--- src/rtl/kypd_scanner_if.sv ---
// ---------------------------------------------------------------------------
// kypd_scanner_if
// Bundles the keypad matrix lines and the decoded-key outputs of the scanner.
//
// Signals:
//   Row       [3:0]  keypad rows, active-low, pulled up externally (async)
//   Col       [3:0]  keypad column drive, exactly one bit low
//   key_code  [3:0]  hex code of the most recently accepted key
//   key_valid        one-cycle pulse when a new key is accepted
//   key_down         high while an accepted key is held
//
// Modports:
//   master  - the scanner: reads Row, drives everything else
//   slave   - the keypad / consumer side: drives Row, reads everything else
// ---------------------------------------------------------------------------
interface kypd_scanner_if;
  logic [3:0] Row;
  logic [3:0] Col;
  logic [3:0] key_code;
  logic       key_valid;
  logic       key_down;

  modport master (
    input  Row,
    output Col,
    output key_code,
    output key_valid,
    output key_down
  );

  modport slave (
    output Row,
    input  Col,
    input  key_code,
    input  key_valid,
    input  key_down
  );
endinterface

--- src/rtl/kypd_scanner.sv ---
// ---------------------------------------------------------------------------
// kypd_scanner
// Scans a 4x4 matrix keypad one column at a time, debounces whole-scan
// results, and reports accepted keys as a hex code with a one-cycle pulse.
//
// Parameters:
//   SCAN_DIV        clk cycles each column is driven (>= 4)
//   DEBOUNCE_SCANS  identical consecutive full scans needed to accept (1..15)
//
// Ports:
//   clk    input   system clock, rising edge
//   rst_n  input   synchronous active-low reset
//   kp     master  keypad interface (Row in; Col, key_code, key_valid,
//                  key_down out)
// ---------------------------------------------------------------------------
module kypd_scanner #(
  parameter int SCAN_DIV       = 100000,
  parameter int DEBOUNCE_SCANS = 4
) (
  input  logic            clk,
  input  logic            rst_n,
  kypd_scanner_if.master  kp
);

  localparam int              DW         = $clog2(SCAN_DIV);
  localparam logic [DW-1:0]   DWELL_LAST = DW'(SCAN_DIV - 1);
  localparam logic [DW-1:0]   DWELL_ONE  = DW'(1);
  localparam logic [3:0]      DEB_MAX    = 4'(DEBOUNCE_SCANS);

  typedef enum logic {
    IDLE,
    PRESSED
  } state_t;

  // Fixed keypad legend indexed by (column, row).
  function automatic logic [3:0] keyMap(input logic [1:0] col, input logic [1:0] row);
    logic [3:0] code;
    code = 4'h0;
    case ({col, row})
      4'b00_00: code = 4'h1;
      4'b00_01: code = 4'h4;
      4'b00_10: code = 4'h7;
      4'b00_11: code = 4'h0;
      4'b01_00: code = 4'h2;
      4'b01_01: code = 4'h5;
      4'b01_10: code = 4'h8;
      4'b01_11: code = 4'hF;
      4'b10_00: code = 4'h3;
      4'b10_01: code = 4'h6;
      4'b10_10: code = 4'h9;
      4'b10_11: code = 4'hE;
      4'b11_00: code = 4'hA;
      4'b11_01: code = 4'hB;
      4'b11_10: code = 4'hC;
      4'b11_11: code = 4'hD;
      default:  code = 4'h0;
    endcase
    return code;
  endfunction

  logic [3:0]    rowMeta_q, rowSync_q;
  logic [DW-1:0] dwellCnt_q, dwellCnt_d;
  logic [1:0]    colIdx_q, colIdx_d;
  logic          scanHit_q, scanHit_d;
  logic [3:0]    scanCode_q, scanCode_d;
  logic          evalPend_q, evalPend_d;
  logic          prevHit_q, prevHit_d;
  logic [3:0]    prevCode_q, prevCode_d;
  logic [3:0]    stableCnt_q, stableCnt_d;
  logic [3:0]    keyCode_q, keyCode_d;
  logic          keyValid_q, keyValid_d;
  state_t        state_q, state_d;

  logic          lastDwell;
  logic [3:0]    rowHit;
  logic          anyRow;
  logic [1:0]    lowRow;
  logic          settled;
  logic          loadKey;
  logic [3:0]    colDrive;

  // Row inputs are asynchronous to clk; idle (pulled-up) value is all ones.
  always_ff @(posedge clk) begin
    if (!rst_n) begin
      rowMeta_q <= 4'b1111;
      rowSync_q <= 4'b1111;
    end else begin
      rowMeta_q <= kp.Row;
      rowSync_q <= rowMeta_q;
    end
  end

  // Column dwell timing and per-column sampling into the running scan result.
  // The code is forced to zero on a miss so that two empty scans compare equal.
  always_comb begin
    lastDwell  = (dwellCnt_q == DWELL_LAST);
    rowHit     = ~rowSync_q;
    anyRow     = |rowHit;

    lowRow = 2'd0;
    if (rowHit[0])      lowRow = 2'd0;
    else if (rowHit[1]) lowRow = 2'd1;
    else if (rowHit[2]) lowRow = 2'd2;
    else if (rowHit[3]) lowRow = 2'd3;

    dwellCnt_d = dwellCnt_q + DWELL_ONE;
    colIdx_d   = colIdx_q;
    scanHit_d  = scanHit_q;
    scanCode_d = scanCode_q;
    evalPend_d = 1'b0;

    if (lastDwell) begin
      dwellCnt_d = '0;
      colIdx_d   = colIdx_q + 2'd1;
      evalPend_d = (colIdx_q == 2'd3);
      if (colIdx_q == 2'd0) begin
        scanHit_d  = anyRow;
        scanCode_d = anyRow ? keyMap(colIdx_q, lowRow) : 4'h0;
      end else if (!scanHit_q && anyRow) begin
        scanHit_d  = 1'b1;
        scanCode_d = keyMap(colIdx_q, lowRow);
      end
    end
  end

  // Debounce on whole-scan results, one evaluation per scan.
  always_comb begin
    stableCnt_d = stableCnt_q;
    prevHit_d   = prevHit_q;
    prevCode_d  = prevCode_q;
    if (evalPend_q) begin
      prevHit_d  = scanHit_q;
      prevCode_d = scanCode_q;
      if ({scanHit_q, scanCode_q} != {prevHit_q, prevCode_q}) begin
        stableCnt_d = 4'd1;
      end else if (stableCnt_q < DEB_MAX) begin
        stableCnt_d = stableCnt_q + 4'd1;
      end
    end
    settled = evalPend_q && (stableCnt_d == DEB_MAX);
  end

  always_ff @(posedge clk) begin
    if (!rst_n) begin
      dwellCnt_q  <= '0;
      colIdx_q    <= 2'd0;
      scanHit_q   <= 1'b0;
      scanCode_q  <= 4'h0;
      evalPend_q  <= 1'b0;
      prevHit_q   <= 1'b0;
      prevCode_q  <= 4'h0;
      stableCnt_q <= 4'd0;
      keyCode_q   <= 4'h0;
      keyValid_q  <= 1'b0;
    end else begin
      dwellCnt_q  <= dwellCnt_d;
      colIdx_q    <= colIdx_d;
      scanHit_q   <= scanHit_d;
      scanCode_q  <= scanCode_d;
      evalPend_q  <= evalPend_d;
      prevHit_q   <= prevHit_d;
      prevCode_q  <= prevCode_d;
      stableCnt_q <= stableCnt_d;
      keyCode_q   <= keyCode_d;
      keyValid_q  <= keyValid_d;
    end
  end

  always_ff @(posedge clk) begin
    if (!rst_n) begin
      state_q <= IDLE;
    end else begin
      state_q <= state_d;
    end
  end

  // A settled hit with a new code (from IDLE, or a different key while
  // PRESSED) loads the code and pulses key_valid; a settled miss releases.
  always_comb begin
    state_d = state_q;
    loadKey = 1'b0;
    case (state_q)
      IDLE: begin
        if (settled && scanHit_q) begin
          state_d = PRESSED;
          loadKey = 1'b1;
        end
      end
      PRESSED: begin
        if (settled && !scanHit_q) begin
          state_d = IDLE;
        end else if (settled && (scanCode_q != keyCode_q)) begin
          loadKey = 1'b1;
        end
      end
      default: state_d = IDLE;
    endcase
    keyValid_d = loadKey;
    keyCode_d  = loadKey ? scanCode_q : keyCode_q;
  end

  always_comb begin
    colDrive           = 4'b1111;
    colDrive[colIdx_q] = 1'b0;
  end

  assign kp.Col       = colDrive;
  assign kp.key_code  = keyCode_q;
  assign kp.key_valid = keyValid_q;
  assign kp.key_down  = (state_q == PRESSED);

endmodule

--- src/flat_wrapper.sv ---
// flat-port wrapper written by rule: the top's interface ports become plain ports
module kypd_scanner_flat 
#(
  parameter int SCAN_DIV       = 100000,
  parameter int DEBOUNCE_SCANS = 4
)
  (clk, rst_n, kp_Row, kp_Col, kp_key_code, kp_key_valid, kp_key_down);
  kypd_scanner_if kp_i ();
  input  logic clk;
  input  logic rst_n;
  input wire logic [$bits(kp_i.Row)-1:0] kp_Row;
  output wire logic [$bits(kp_i.Col)-1:0] kp_Col;
  output wire logic [$bits(kp_i.key_code)-1:0] kp_key_code;
  output wire logic [$bits(kp_i.key_valid)-1:0] kp_key_valid;
  output wire logic [$bits(kp_i.key_down)-1:0] kp_key_down;
  assign kp_i.Row = kp_Row;
  assign kp_Col = kp_i.Col;
  assign kp_key_code = kp_i.key_code;
  assign kp_key_valid = kp_i.key_valid;
  assign kp_key_down = kp_i.key_down;
  kypd_scanner #(.SCAN_DIV(SCAN_DIV), .DEBOUNCE_SCANS(DEBOUNCE_SCANS)) u_core (.clk(clk), .rst_n(rst_n), .kp(kp_i));
endmodule
--- config.mk ---
export PLATFORM = sky130hd
export DESIGN_NAME = kypd_scanner_flat
export DESIGN_NICKNAME = d
export VERILOG_FILES = /design/src/rtl/kypd_scanner_if.sv /design/src/rtl/kypd_scanner.sv /design/src/flat_wrapper.sv
export SDC_FILE = /design/constraint.sdc
export NUM_CORES = 1
export LEC_CHECK = 0
export CAP_MARGIN = 5
export CORE_AREA = 2 2 71 73
export DETAILED_ROUTE_END_ITERATION = 8
export DIE_AREA = 0 0 73 75
export GPL_TIMING_DRIVEN = 0
export PLACE_DENSITY = 0.78
export SYNTH_ARGS = -nofsm -noshare
export SYNTH_HDL_FRONTEND = slang
export SYNTH_SLANG_ARGS = --single-unit
--- constraint.sdc ---
create_clock -name clk -period 5.2 [get_ports clk]
set_input_delay 0.52 -clock clk [delete_from_list [all_inputs] [get_ports clk]]
set_output_delay 0.52 -clock clk [all_outputs]
set_load 0.005 [all_outputs]
Word-level counts from Yosys, hierarchy flattened
Memory sizes are Yosys's and may differ from the RTL's.
Cells that the tools add are included.
{ "totals": {"reg_bits": 48, "latchBits": 0, "mem_bits_rw": 0, "rom_bits": 128, "inputBits": 6, "out_inout_bits": 10, "elab_cells": 63, "n_memories": 2} }
{ "op_classes": {"n_addsub": 3, "multipliers": 0, "div": 0, "magnitude_cmp": 3, "eq_ne": 5, "n_shift": 0, "n_mux": 20, "n_bitwise": 4, "reduce_logical": 13} }
{ "memory_table": {"columns": ["memory", "words", "word_bits", "rd", "rd_ports_with_merged_regs", "wr", "line_no", "text"], "rows": [
  ["(name not given)", 16, 4, 1, 0, 0, "kypd_scanner.sv:39", "case ({col, row})"],
  ["(name not given)", 16, 4, 1, 0, 0, "kypd_scanner.sv:39", null]
]} }
{ "ops": {"columns": ["cell", "n"], "rows": [
  ["$mux W4", 6],
  ["$add A17 B1 Y17 const B", 1],
  ["$eq A17 B17 Y1 const B", 1],
  ["$mux W2", 4],
  ["$not A4 Y4", 2],
  ["$mux W1", 7],
  ["$logic_and A1 B1 Y1", 6],
  ["$ne A5 B5 Y1", 1],
  ["$add A4 B1 Y4 const B", 1],
  ["$eq A4 B3 Y1 const B", 1],
  ["$lt A4 B3 Y1 const B", 1],
  ["$ne A4 B4 Y1", 1],
  ["$pmux W1 S2", 2],
  ["$reduce_and A2 Y1", 2],
  ["$reduce_or A4 Y1", 1],
  ["$lt A2 B3 Y1 const B", 1],
  ["$add A2 B1 Y2 const B", 1],
  ["$demux W1 S2", 1],
  ["$eq A2 B2 Y1 const B", 1],
  ["$ge A2 B1 Y1 const B", 1],
  ["$logic_not A2 Y1", 1],
  ["$not A1 Y1", 2],
  ["$reduce_bool A2 Y1", 1],
  ["$reduce_or A2 Y1", 1],
  ["$logic_not A1 Y1", 1]
]} }

Longest topological paths before layout
{ "depth": {"depth_word": 10, "ltp_mapped": 7, "mapped_depth_nobuf": 7} }

Worst setup path after synthesis
No wires, ideal clock.
{ "synth_timing": {"kind": "reg-to-reg", "from": "reg u_core.dwellCnt_q[0]", "to": "reg u_core.dwellCnt_q[10]", "setup_ns": 0.115, "arrival_time_ns": 1.763, "required_time_ns": 5.085, "slack_ns": 3.322, "path_stages_with_launch": 8, "n_path_buf": 2, "period_less_slack_ns": 1.878, "cell_sequence": "dfxtp_1 -> ha_1 -> nand3_1 -> or4_1 -> clkbuf_1 -> o21ai_4 -> buf_6 -> nor2_1"} }
{ "synth_via": {"elab_chain_len": 2, "elab_cells_between_ends": 3, "cone_classes": "add/sub (1); eq/ne (1); reduce/logical (1)"} }
{ "synth_lines": {"columns": ["element", "line_no", "text"], "rows": [
  ["from (decl)", "kypd_scanner.sv:62", "logic [DW-1:0] dwellCnt_q, dwellCnt_d;"],
  ["from (signal assigned)", "kypd_scanner.sv:156", "dwellCnt_q <= dwellCnt_d;"],
  ["branches (longest 2 deep; another with $add A17 B1 Y17)", null, null]
]} }
Several ways; the timed one is not identified.
A chain may end at the register's enable or synchronous reset.

Final worst setup path
{ "layout_timing": {"from": "reg u_core.colIdx_q[0]", "to": "out kp_Col[0]"} }
{ "layout_via": {"elab_chain_len": 5, "elab_cells_between_ends": 6, "cone_classes": "order compare (2); mux (2); bitwise (1); reduce/logical (1)"} }
{ "layout_lines": {"columns": ["element", "line_no", "text"], "rows": [
  ["from (decl)", "kypd_scanner.sv:63", "logic [1:0] colIdx_q, colIdx_d;"],
  ["from (signal assigned)", "kypd_scanner.sv:157", "colIdx_q <= colIdx_d;"],
  ["$lt A2 B3 Y1 (implied by the code) or $ge A2 B1 Y1 (tied branches)", "kypd_scanner.sv:204", "colDrive[colIdx_q] = 1'b0;"],
  ["$logic_and A1 B1 Y1 (implied by the code)", "kypd_scanner.sv:204", null],
  ["$mux W1 (implied by the code)", "kypd_scanner.sv:204", null],
  ["$demux W1 S2 *", null, null],
  ["$not A4 Y4 (no source line) *", null, null],
  ["to (decl)", "flat_wrapper.sv:12", "output wire logic [$bits(kp_i.Col)-1:0] kp_Col;"]
]} }
Every way passes the cells marked *; elsewhere a longest branch is shown, timed or not.

==> results.txt <==
Run status: finished clean
Number of levels in the clock H-tree: 2
Cell with the most instances after synthesis: dfxtp_1
Hold-fix buffers at CTS: 0
Clock sinks: 48
Final net count: 285
Footprint of the multi-input gates: 1190 um2
Critical path data required time: 4.68 ns
Biggest area contributors in the synthesized netlist: dfxtp_1 43%, xnor2_1 6.6%, ha_1 4.4%, mux2i_1 4.0%, nor2_1 4.0%
Portion of the clock cycle consumed by the worst path in the final layout: 47.9%
CTS tree: done
Height of the die: 75 um
Final Core Density: 55.2%
Worst-case clock buffer depth: 2
Pwr dens: 260 nW/um2
Critical Path Sink Type: primary output
Setup WS post-layout: 2.71 ns
Number of core rows: 25
Number of vias after detailed routing: 1752
Number of antenna violations at the first check in global routing: 0
Full die area: 5480 um2
Initial DRC count: 80
Buffers inserted during post-CTS setup optimization: 0
Most used standard cells in the synthesized netlist: 48 x dfxtp_1, 24 x nor2_1, 21 x nand2_1
First-pass GRT wire length: 7.04 mm
Layout Skew: 0.0141 ns
Average routed wire per standard cell: 12.6 um
Total core area: 4660 um2
Post-detailed-route count of antenna-violating nets: 0
Fmax achieved: 0.401 GHz
Setup repair after global routing missed its margin: no
Summed instance area of the synthesized netlist: 2250 um2
Maximum fanout encountered on the critical timing path: 7
FF+latch count, synth: 48
Vias in the first global route: 1598
Global placement routability congestion: 0.832
Post-detailed-placement half-perimeter wirelength: 2.95 mm
Number of distinct library cell variants in the gate-level netlist after synthesis: 45
Cell count after synthesis: 249
Worst setup path category: reg -> out
Transition time of the tightest slew-check pin: 0.730 ns
Data arrival, critical path: 1.97 ns
FF+latch area: 961 um2
Average instance area after synthesis: 9.03 um2
Prevailing post-synth register cell: dfxtp_1
Sort of element at the start of the critical path: flop
Async set-or-reset flop fraction in the synthesized netlist: 0%
Total Negative Setup Slacks: 0 ns
Remaining max-slew budget at the tightest pin: 50.9%
Final Critical Period: 2.49 ns
Area leader, netlist: dfxtp_1
Endpoints failing hold: 0
Max cap viols: 0
Total global routing track utilization: 16.5%
Yosys Warn Count: 0
Largest net degree at the start of global routing: 15
Total gr overflow: 0
Post-CTS Resized: 0
Die span in x: 73 um
Share of Yosys cell area claimed by the top area cell type: 42.7%
Number of iterations in the first detailed-routing pass: 4
TritonCTS buffer count: 5
Number of synthesized flops with an enable pin: 0
Clock root buffer: clkbuf_8
Post-Place Setup Slack: 2.83 ns
VDD IR-drop max: 179 uV
DR DRC count: 0
Setup violations, final: 0
Class of the tightest hold or removal check: reg -> reg
Post-synth net total: 263
Area grow syn2layout: 14.5%
Clock latency on the worst-skew pair: 0.30 ns
Routed vias/inst: 5.37
Number of buffer cells added on primary ports: 15
Number of antenna cells inserted: 0
Post-synthesis sequential area ratio: 42.7%
Ratio of cells with drive above 1 in the final layout: 6.62%
Final number of max-transition violations: 0
Total Routed Length: 4.11 mm
P_leak: 0.911 nW
Count of boundary I/O pins: 16
Effective utilization at floorplan: 48.3%
Clock slew seen by the registers of the worst setup and hold paths: 0.08 ns
Total of fill cells in the finished design: 444
[registers in the layout (all words and copies together) (netlist names), 2 cells and up, named ones only]
name and count:
u_core.scanCode_q 4, u_core.stableCnt_q 4, u_core.dwellCnt_q 17, u_core.kp.key_code 4
u_core.rowMeta_q 4, u_core.colIdx_q 2, u_core.prevCode_q 4, u_core.rowSync_q 4
[through the flow]
step	hold WS [ns]	instances	total power, mW	area [um2]
after floorplan	0.386	249	0.403	2250
after global routing	0.424	326	0.695	2570
after CTS	0.413	326	0.674	2570
after detailed placement	0.393	318	0.413	2470
after global placement	0.388	318	0.412	2470
final	0.409	326	0.669	2570
[cell type report]
| class | count | area share, % |
|---|---|---|
| Buffer | 7 | 1.41 |
| Inverter | 16 | 2.33 |
| Tap cell | 54 | 2.62 |
| Clock inverter | 2 | 1.36 |
| Timing Repair Buffer | 15 | 5.83 |
| Clock buffer | 6 | 2.82 |
| Sequential cell | 48 | 37.3 |
| Multi-Input combinational cell | 178 | 46.3 |
[worst max-delay path, cell delays in order, from the launching register on]
cell and delay [ns]:
dfxtp_1 0.47, clkinv_1 0.28, ha_1 0.31, inv_1 0.12, clkdlybuf4s50_1 0.51
[layout by cell type, fill, tap and decap left out, types with 5 or more instances in the layout]
cell             Yosys  layout
inv_1               14      14
o21ai_0              5       5
nor2_1              24      24
a21oi_1              7       7
xor2_1               6       6
xnor2_1             17      17
nand3_1             10      10
nor4_1               6       6
ha_1                 8       8
nand2b_1             9       9
nor3_1               7       7
nand2_1             21      21
mux2i_1              9       9
clkbuf_8             0       5
clkbuf_1             4       5
dfxtp_1             48      48
clkdlybuf4s50_1      0      15
[metal layers]
metal	vias to the layer above	GRT usage [%]	share of wire, %
met5	-	0	0
met4	0	6.79	1.3
met3	5	4.02	2.9
met2	20	26.7	44
met1	822	21.3	51
li1	905	-	-
[final timing paths]
check	startpoint	endpoint	slack, ns	cells after the start
worst max-delay path	u_core.colIdx_q[0]$_SDFFE_PN0P_	kp_Col[0]	2.71	4
worst min-delay path	u_core.rowMeta_q[2]$_SDFF_PN1_	u_core.rowSync_q[2]$_SDFF_PN1_	0.41	1
worst max register to register	u_core.dwellCnt_q[0]$_SDFF_PP0_	u_core.dwellCnt_q[9]$_SDFF_PP0_	3.05	7
worst min register to register	u_core.rowMeta_q[2]$_SDFF_PN1_	u_core.rowSync_q[2]$_SDFF_PN1_	0.41	1
[cells by family after synthesis]
kind of cell / after synthesis / synth area share [%]
simple gates: 102 / 23.5
flops: 48 / 42.7
compound gates: 33 / 10.2
xor+xnor: 23 / 8.95
buf+inv: 23 / 4.28
mux: 11 / 5.51
fa+ha+maj: 9 / 4.89
[power by group]
group	leakage (nW)	internal [mW]	switching, mW	total [mW]
sequential	0.389	0.372	0.00313	0.375
clock	0.0552	0.143	0.122	0.265
combinational	0.466	0.0131	0.0158	0.0288
(Power assumes the default switching activity.)
